[config.mk]
export PLATFORM = sky130hd
export DESIGN_NAME = seq_calc
export DESIGN_NICKNAME = d
export VERILOG_FILES = /design/src/rtl/calc_pkg.sv /design/src/rtl/calc_iter_unit.sv /design/src/rtl/seq_calc.sv
export SDC_FILE = /design/constraint.sdc
export NUM_CORES = 1
export LEC_CHECK = 0
export CORE_UTILIZATION = 49
export CTS_CLUSTER_DIAMETER = 150
export CTS_CLUSTER_SIZE = 16
export DETAILED_ROUTE_END_ITERATION = 10
export PLACE_DENSITY = 0.75
export SLEW_MARGIN = 20
export SYNTH_ARGS = -nofsm -noshare
export SYNTH_HDL_FRONTEND = slang
export SYNTH_SLANG_ARGS = --single-unit
export TNS_END_PERCENT = 30
[constraint.sdc]
create_clock -name clk -period 1.85 [get_ports clk]
set_input_delay 0.2775 -clock clk [delete_from_list [all_inputs] [get_ports clk]]
set_output_delay 0.2775 -clock clk [all_outputs]
set_load 0.1 [all_outputs]
[src/rtl/calc_pkg.sv]
// Shared op codes, FSM encoding and per-op latency for the sequential calculator.
// Latency: n/a (types and constants only). Backpressure: n/a.
// Optional divider selected by CALC_DIV_EN.
package calc_pkg;

    localparam logic [1:0] OP_ADD = 2'b00;
    localparam logic [1:0] OP_SUB = 2'b01;
    localparam logic [1:0] OP_MUL = 2'b10;
    localparam logic [1:0] OP_DIV = 2'b11;

    typedef enum logic [1:0] {
        IDLE = 2'd0,
        CALC = 2'd1,
        FIN  = 2'd2
    } state_t;

    // Cycles spent in CALC for a legal, non-degenerate op; div-by-zero is
    // special-cased by the caller since it depends on operand data.
    function automatic int unsigned op_latency(input logic [1:0] op, input int unsigned w);
        if (op == OP_MUL) return w;
`ifdef CALC_DIV_EN
        if (op == OP_DIV) return w;
`endif
        return 1;
    endfunction

endpackage

[src/rtl/calc_iter_unit.sv]
// Shared 2W-bit shift register and iteration counter for shift-add mul / restoring div.
// Latency: one bit per step, W steps; acc_nxt is the combinational value of the next step.
// Backpressure: none, steps whenever the owner asserts step. Div path built only with CALC_DIV_EN.
module calc_iter_unit
    import calc_pkg::*;
#(
    parameter int unsigned W = 4
) (
    input  logic                     clk,
    input  logic                     rst,
    input  logic                     load,
    input  logic                     step,
`ifdef CALC_DIV_EN
    input  logic                     is_div,
`endif
    input  logic [W-1:0]             ld_val,
    input  logic [W-1:0]             opnd,
    output logic [$clog2(W+1)-1:0]   cnt,
    output logic [2*W-1:0]           acc_nxt
);

    localparam int unsigned CW = $clog2(W + 1);

    logic [2*W-1:0] acc;
    logic [W:0]     mul_sum;
`ifdef CALC_DIV_EN
    logic [W:0]     div_trial;
`endif

    // Mul: acc = {partial product, remaining multiplier}, add on LSB then shift right.
    // Div: acc = {remainder, dividend/quotient}, shift left and trial-subtract divisor.
    always_comb begin
        mul_sum = {1'b0, acc[2*W-1:W]} + (acc[0] ? {1'b0, opnd} : '0);
        acc_nxt = {mul_sum, acc[W-1:1]};
`ifdef CALC_DIV_EN
        div_trial = acc[2*W-1:W-1] - {1'b0, opnd};
        if (is_div) begin
            if (!div_trial[W])
                acc_nxt = {div_trial[W-1:0], acc[W-2:0], 1'b1};
            else
                acc_nxt = {acc[2*W-2:0], 1'b0};
        end
`endif
    end

    always_ff @(posedge clk) begin
        if (rst) begin
            acc <= '0;
            cnt <= '0;
        end else if (load) begin
            acc <= {{W{1'b0}}, ld_val};
            cnt <= '0;
        end else if (step) begin
            acc <= acc_nxt;
            cnt <= cnt + CW'(1);
        end
    end

endmodule

[src/rtl/seq_calc.sv]
// Multi-cycle add/sub/mul/div calculator with start/busy/done handshake (div needs CALC_DIV_EN).
// Latency: result one edge after start for add/sub/div0/illegal, W edges for mul/div.
// Backpressure: start ignored while busy; a start in the done cycle is accepted.
module seq_calc
    import calc_pkg::*;
#(
    parameter int unsigned W = 4
) (
    input  logic             clk,
    input  logic             rst,
    input  logic             start,
    input  logic [W-1:0]     SW_X,
    input  logic [W-1:0]     SW_Y,
    input  logic [1:0]       SW_op_sel,
    output logic             busy,
    output logic             done,
    output logic [2*W-1:0]   LED_output_result,
    output logic             LED_carry_out,
    output logic             LED_overflow
);

    localparam int unsigned CW = $clog2(W + 1);

    state_t          state;
    logic [W-1:0]    x_q;
    logic [W-1:0]    y_q;
    logic [1:0]      op_q;

    logic            load;
    logic            last;
    logic            div_zero;
    logic [CW-1:0]   cnt;
    logic [CW-1:0]   lat_m1;
    logic [W-1:0]    ld_val;
    logic [W-1:0]    opnd;
    logic [2*W-1:0]  acc_nxt;

    logic [W:0]      add_sum;
    logic [W:0]      sub_diff;
    logic [2*W-1:0]  res_nxt;
    logic            carry_nxt;
    logic            ovf_nxt;

    assign load = start && (state != CALC);

`ifdef CALC_DIV_EN
    assign div_zero = (op_q == OP_DIV) && (y_q == '0);
    assign ld_val   = (SW_op_sel == OP_DIV) ? SW_X : SW_Y;
    assign opnd     = (op_q == OP_DIV) ? y_q : x_q;
`else
    assign div_zero = 1'b0;
    assign ld_val   = SW_Y;
    assign opnd     = x_q;
`endif

    assign lat_m1 = div_zero ? '0 : CW'(op_latency(op_q, W) - 1);
    assign last   = (cnt == lat_m1);

    calc_iter_unit #(.W(W)) u_iter (
        .clk     (clk),
        .rst     (rst),
        .load    (load),
        .step    (state == CALC),
`ifdef CALC_DIV_EN
        .is_div  (op_q == OP_DIV),
`endif
        .ld_val  (ld_val),
        .opnd    (opnd),
        .cnt     (cnt),
        .acc_nxt (acc_nxt)
    );

    assign add_sum  = {1'b0, x_q} + {1'b0, y_q};
    assign sub_diff = {1'b0, x_q} - {1'b0, y_q};

    always_comb begin
        res_nxt   = '0;
        carry_nxt = 1'b0;
        ovf_nxt   = 1'b0;
        case (op_q)
            OP_ADD: begin
                res_nxt   = {{W{1'b0}}, add_sum[W-1:0]};
                carry_nxt = add_sum[W];
                ovf_nxt   = (x_q[W-1] == y_q[W-1]) && (add_sum[W-1] != x_q[W-1]);
            end
            OP_SUB: begin
                res_nxt   = {{W{1'b0}}, sub_diff[W-1:0]};
                carry_nxt = sub_diff[W];
                ovf_nxt   = (x_q[W-1] != y_q[W-1]) && (sub_diff[W-1] != x_q[W-1]);
            end
            OP_MUL: res_nxt = acc_nxt;
            default: begin
`ifdef CALC_DIV_EN
                if (div_zero) begin
                    res_nxt = {x_q, {W{1'b1}}};
                    ovf_nxt = 1'b1;
                end else begin
                    res_nxt = acc_nxt;
                end
`else
                ovf_nxt = 1'b1;
`endif
            end
        endcase
    end

    always_ff @(posedge clk) begin
        if (rst) begin
            state             <= IDLE;
            busy              <= 1'b0;
            done              <= 1'b0;
            LED_output_result <= '0;
            LED_carry_out     <= 1'b0;
            LED_overflow      <= 1'b0;
            x_q               <= '0;
            y_q               <= '0;
            op_q              <= OP_ADD;
        end else begin
            done <= 1'b0;
            case (state)
                IDLE, FIN: begin
                    if (start) begin
                        state <= CALC;
                        busy  <= 1'b1;
                        x_q   <= SW_X;
                        y_q   <= SW_Y;
                        op_q  <= SW_op_sel;
                    end else begin
                        state <= IDLE;
                    end
                end
                CALC: begin
                    if (last) begin
                        state             <= FIN;
                        busy              <= 1'b0;
                        done              <= 1'b1;
                        LED_output_result <= res_nxt;
                        LED_carry_out     <= carry_nxt;
                        LED_overflow      <= ovf_nxt;
                    end
                end
                default: state <= IDLE;
            endcase
        end
    end

endmodule
==> impl_metrics.py <==
metrics = {
    "timing": {
        "min_period_ps": 1883,
        "slew_headroom_pct": 68.82,
        "max_freq_mhz": 531.0,
        "setup_ws_ps": -33.23,
        "rsz0062_at_grt": "yes",
        "skew_ps": 4.316,
        "worst_slew_pin_slew_ps": 466.7,
        "setup_viol": 1,
        "hold_viol_final": 0,
        "drv_slew": 0,
        "post-route-period-util_pct": 101.8,
    },
    "power_and_ir_drop": {
        "pwr-share-clk_pct": 34.3,
        "internal_power_mw": 1.360,
        "switching_share_pct": 29.94,
        "ir_drop_v": 0.0005530,
        "switching_power_uw": 581.1,
        "pwr-share-seq_pct": 42.5,
        "power_frac_comb_pct": 23.2,
        "power.density_nw_per_um2": 793.3,
        "leakagePower_nw": 1.024,
    },
    "global_route": {
        "first_global_vias": 1503,
        "grtUsageTotal_pct": 22.82,
        "grt_pass1_wl_mm": 7.210,
        "antenna_found_initial": 0,
        "grt_max_degree": 31,
        "overflow": 0,
    },
    "clock_tree": {
        "ctsHoldBuffers": 0,
        "tritoncts": "yes",
        "clockBufferDepth": 2,
        "cts_root_buf": "clkbuf_8",
        "cts_buffers": 5,
        "path_clk_slew_ps": 70,
        "clock_sinks": 35,
        "clock_latency_ps": 290,
        "htree_levels": 2,
    },
    "detailed_routing": {
        "via_per_inst": 5.255,
        "avgRoutedWirePerCell_microns": 14.05,
        "routed-wl-met3_microns": 216,
        "routed-wl-met2_mm": 2.063,
        "highest_layer": "met4",
        "drtIter0Drc": 79,
        "wirelength_mm": 4.467,
        "dr.pass1.iters": 4,
        "final_antenna_net_count": 0,
        "vias": 1671,
        "met1_length_mm": 2.128,
        "route.detailed.drc": 0,
    },
    "critical_path": {
        "r2r-start": "y_q[2]",
        "start_kind": "flip-flop",
        "crit_type": "reg2reg",
        "critPathArrivalTime_ps": 2060,
        "worstPathRequired_ps": 2030,
        "critPathMaxFanout": 4,
        "cp-startpoint": "y_q[2]",
        "worstSetupEndpointType": "flip-flop",
    },
    "worst_hold_path": {
        "hp-start": "LED_output_result[5]",
        "min_path_type": "reg2reg",
    },
    "synthesis": {
        "synth_nets": 263,
        "synth_area_sq_um": 1904,
        "synthesis.instances": 234,
        "yosysWarnings": 0,
        "synth-async-reset-ratio_pct": 0,
        "synth_edf_count": 0,
        "ys_seq_area_share_pct": 36.79,
        "syn_area_per_cell_sq_um": 8.138,
        "ys_ff_latch": 35,
        "ys_types": 36,
        "ys.flop_type": "dfxtp_1",
    },
    "place": {
        "dp_cells": 309,
        "dpl-instance-area_sq_um": 2250,
        "dp_hpwl_mm": 3.211,
        "port_buffers": 24,
        "place.gp.congestion": 0.7915,
    },
    "finish": {
        "final_area_sq_um": 2446,
        "area_delta_synth_final_pct": 28.45,
        "layout.cells.non_filler": 318,
        "layout-drive-gt1-share_pct": 22.59,
        "final_core_util_pct": 66.32,
        "final_nets": 299,
        "n_antenna_cell": 0,
    },
    "die": {
        "dieArea_sq_um": 4140,
        "core_area_sq_um": 3689,
        "rows": 22,
        "start_util_pct": 51.63,
        "die_y_microns": 64.34,
        "io_pins": 25,
        "die_w_microns": 64.34,
    },
    "outcome": {
        "status": "finished with violations",
        "violations": "negative setup slack",
    },
    "flow_run": {
        "drv_cap": 0,
    },
}
[Yosys cell counts, drive strengths merged, types with 4 or more instances]
master,count,area [sq um]
nand2,37,138.9
buf,9,47.54
nor2,26,97.59
nand3,8,40.04
o21ai,6,30.03
nor2b,4,25.02
ha,13,162.7
and2,4,25.02
a211oi,5,37.54
dfxtp,35,700.7
inv,13,48.80
mux2i,9,102.6
nor3,4,20.02
clkbuf,5,18.77
a21oi,28,140.1
[final timing paths]
kind	endpoint	slack, ps	cells after the start
setup / recovery	LED_overflow	-30	8
setup reg to reg	LED_overflow	-30	8
hold reg to reg	LED_output_result[5]	450	2
hold / removal	LED_output_result[5]	450	2
[metal layers]
metal	track usage [%]	up-vias
li1	-	860
met1	31.72	763
met2	35.13	42
met3	5.357	6
met4	6.111	0
met5	0	-
[layout by cell type, fill, tap and decap left out, types with 3 or more instances in the layout]
master,Yosys,layout
mux2i_1,8,7
dfxtp_2,0,5
nand2_1,37,37
a211oi_1,5,4
nand3_1,8,8
ha_1,13,9
o21ai_0,6,5
dfxtp_1,35,30
nand3b_1,3,3
clkdlybuf4s50_1,0,12
nand2b_1,3,3
inv_1,13,12
clkbuf_8,0,5
buf_4,2,31
and2_1,4,3
a21oi_1,28,27
nor2_1,26,26
xnor2_1,3,3
nor2b_1,4,3
nor3_1,4,4
[flip-flops by register name, summed over array words and instances, names as in the netlist, 2 cells and up]
| name | count |
|---|---|
| u_iter.cnt | 3 |
| u_iter.acc | 8 |
| y_q | 4 |
| opnd | 4 |
| state | 2 |
| LED_output_result | 8 |
| op_q | 2 |
[per-stage QoR]
step                worst slack [ps]  total power [mW]  setup TNS [ps]  hold slack (ps)
floorplan                      20.85             1.132               0            405.9
global placement              -3.697             1.249          -3.697            440.2
detailed placement            -31.48             1.259          -31.48            444.8
CTS                           -7.429             1.930          -7.429            454.5
global route                  -100.2             2.021          -128.3            473.4
finish                        -33.23             1.941          -33.23            451.7
[worst max-delay path: stages, from the launching register on]
cell	delay (ps)
dfxtp_2	320
inv_1	50
ha_4	280
buf_4	120
nand2_1	70
o21ai_2	200
mux2i_2	300
a2111oi_4	100
a311o_1	320
[what timing repair did]
item	in CTS	in global routing
setup buffers	2	0
cloned	0	0
setup endpoints to repair	1	11
resized for setup	9	11
pin swaps	3	1
[layout make-up]
class                           instances  area (sq um)
Timing Repair Buffer                   43         352.8
Tap cell                               48         60.06
Inverter                               13         48.80
Clock inverter                          1         30.03
Fill cell                             311          1242
Sequential cell                        35         706.9
Multi-Input combinational cell        172          1175
Clock buffer                            6         72.57
[kinds of logic (layout without fill, tap and decap cells)]
group           after synthesis  after routing  synth area share, %
simple gates                 94             94                22.27
compound gates               48             48                15.24
flops                        35             35                36.79
buf+inv                      27             63                6.045
fa+ha+maj                    16             16                11.70
mux                          11             11                6.570
xor+xnor                      3              3                1.380
[power by group through the flow]
stage,Combinational [mW],Sequential (mW),Clock (mW)
global placement,0.412,0.837,0
detailed placement,0.420,0.839,0
global route,0.488,0.829,0.704
floorplan,0.204,0.929,0
CTS,0.438,0.823,0.670
finish,0.451,0.825,0.665
No activity file was read; power rests on OpenSTA's default activity.
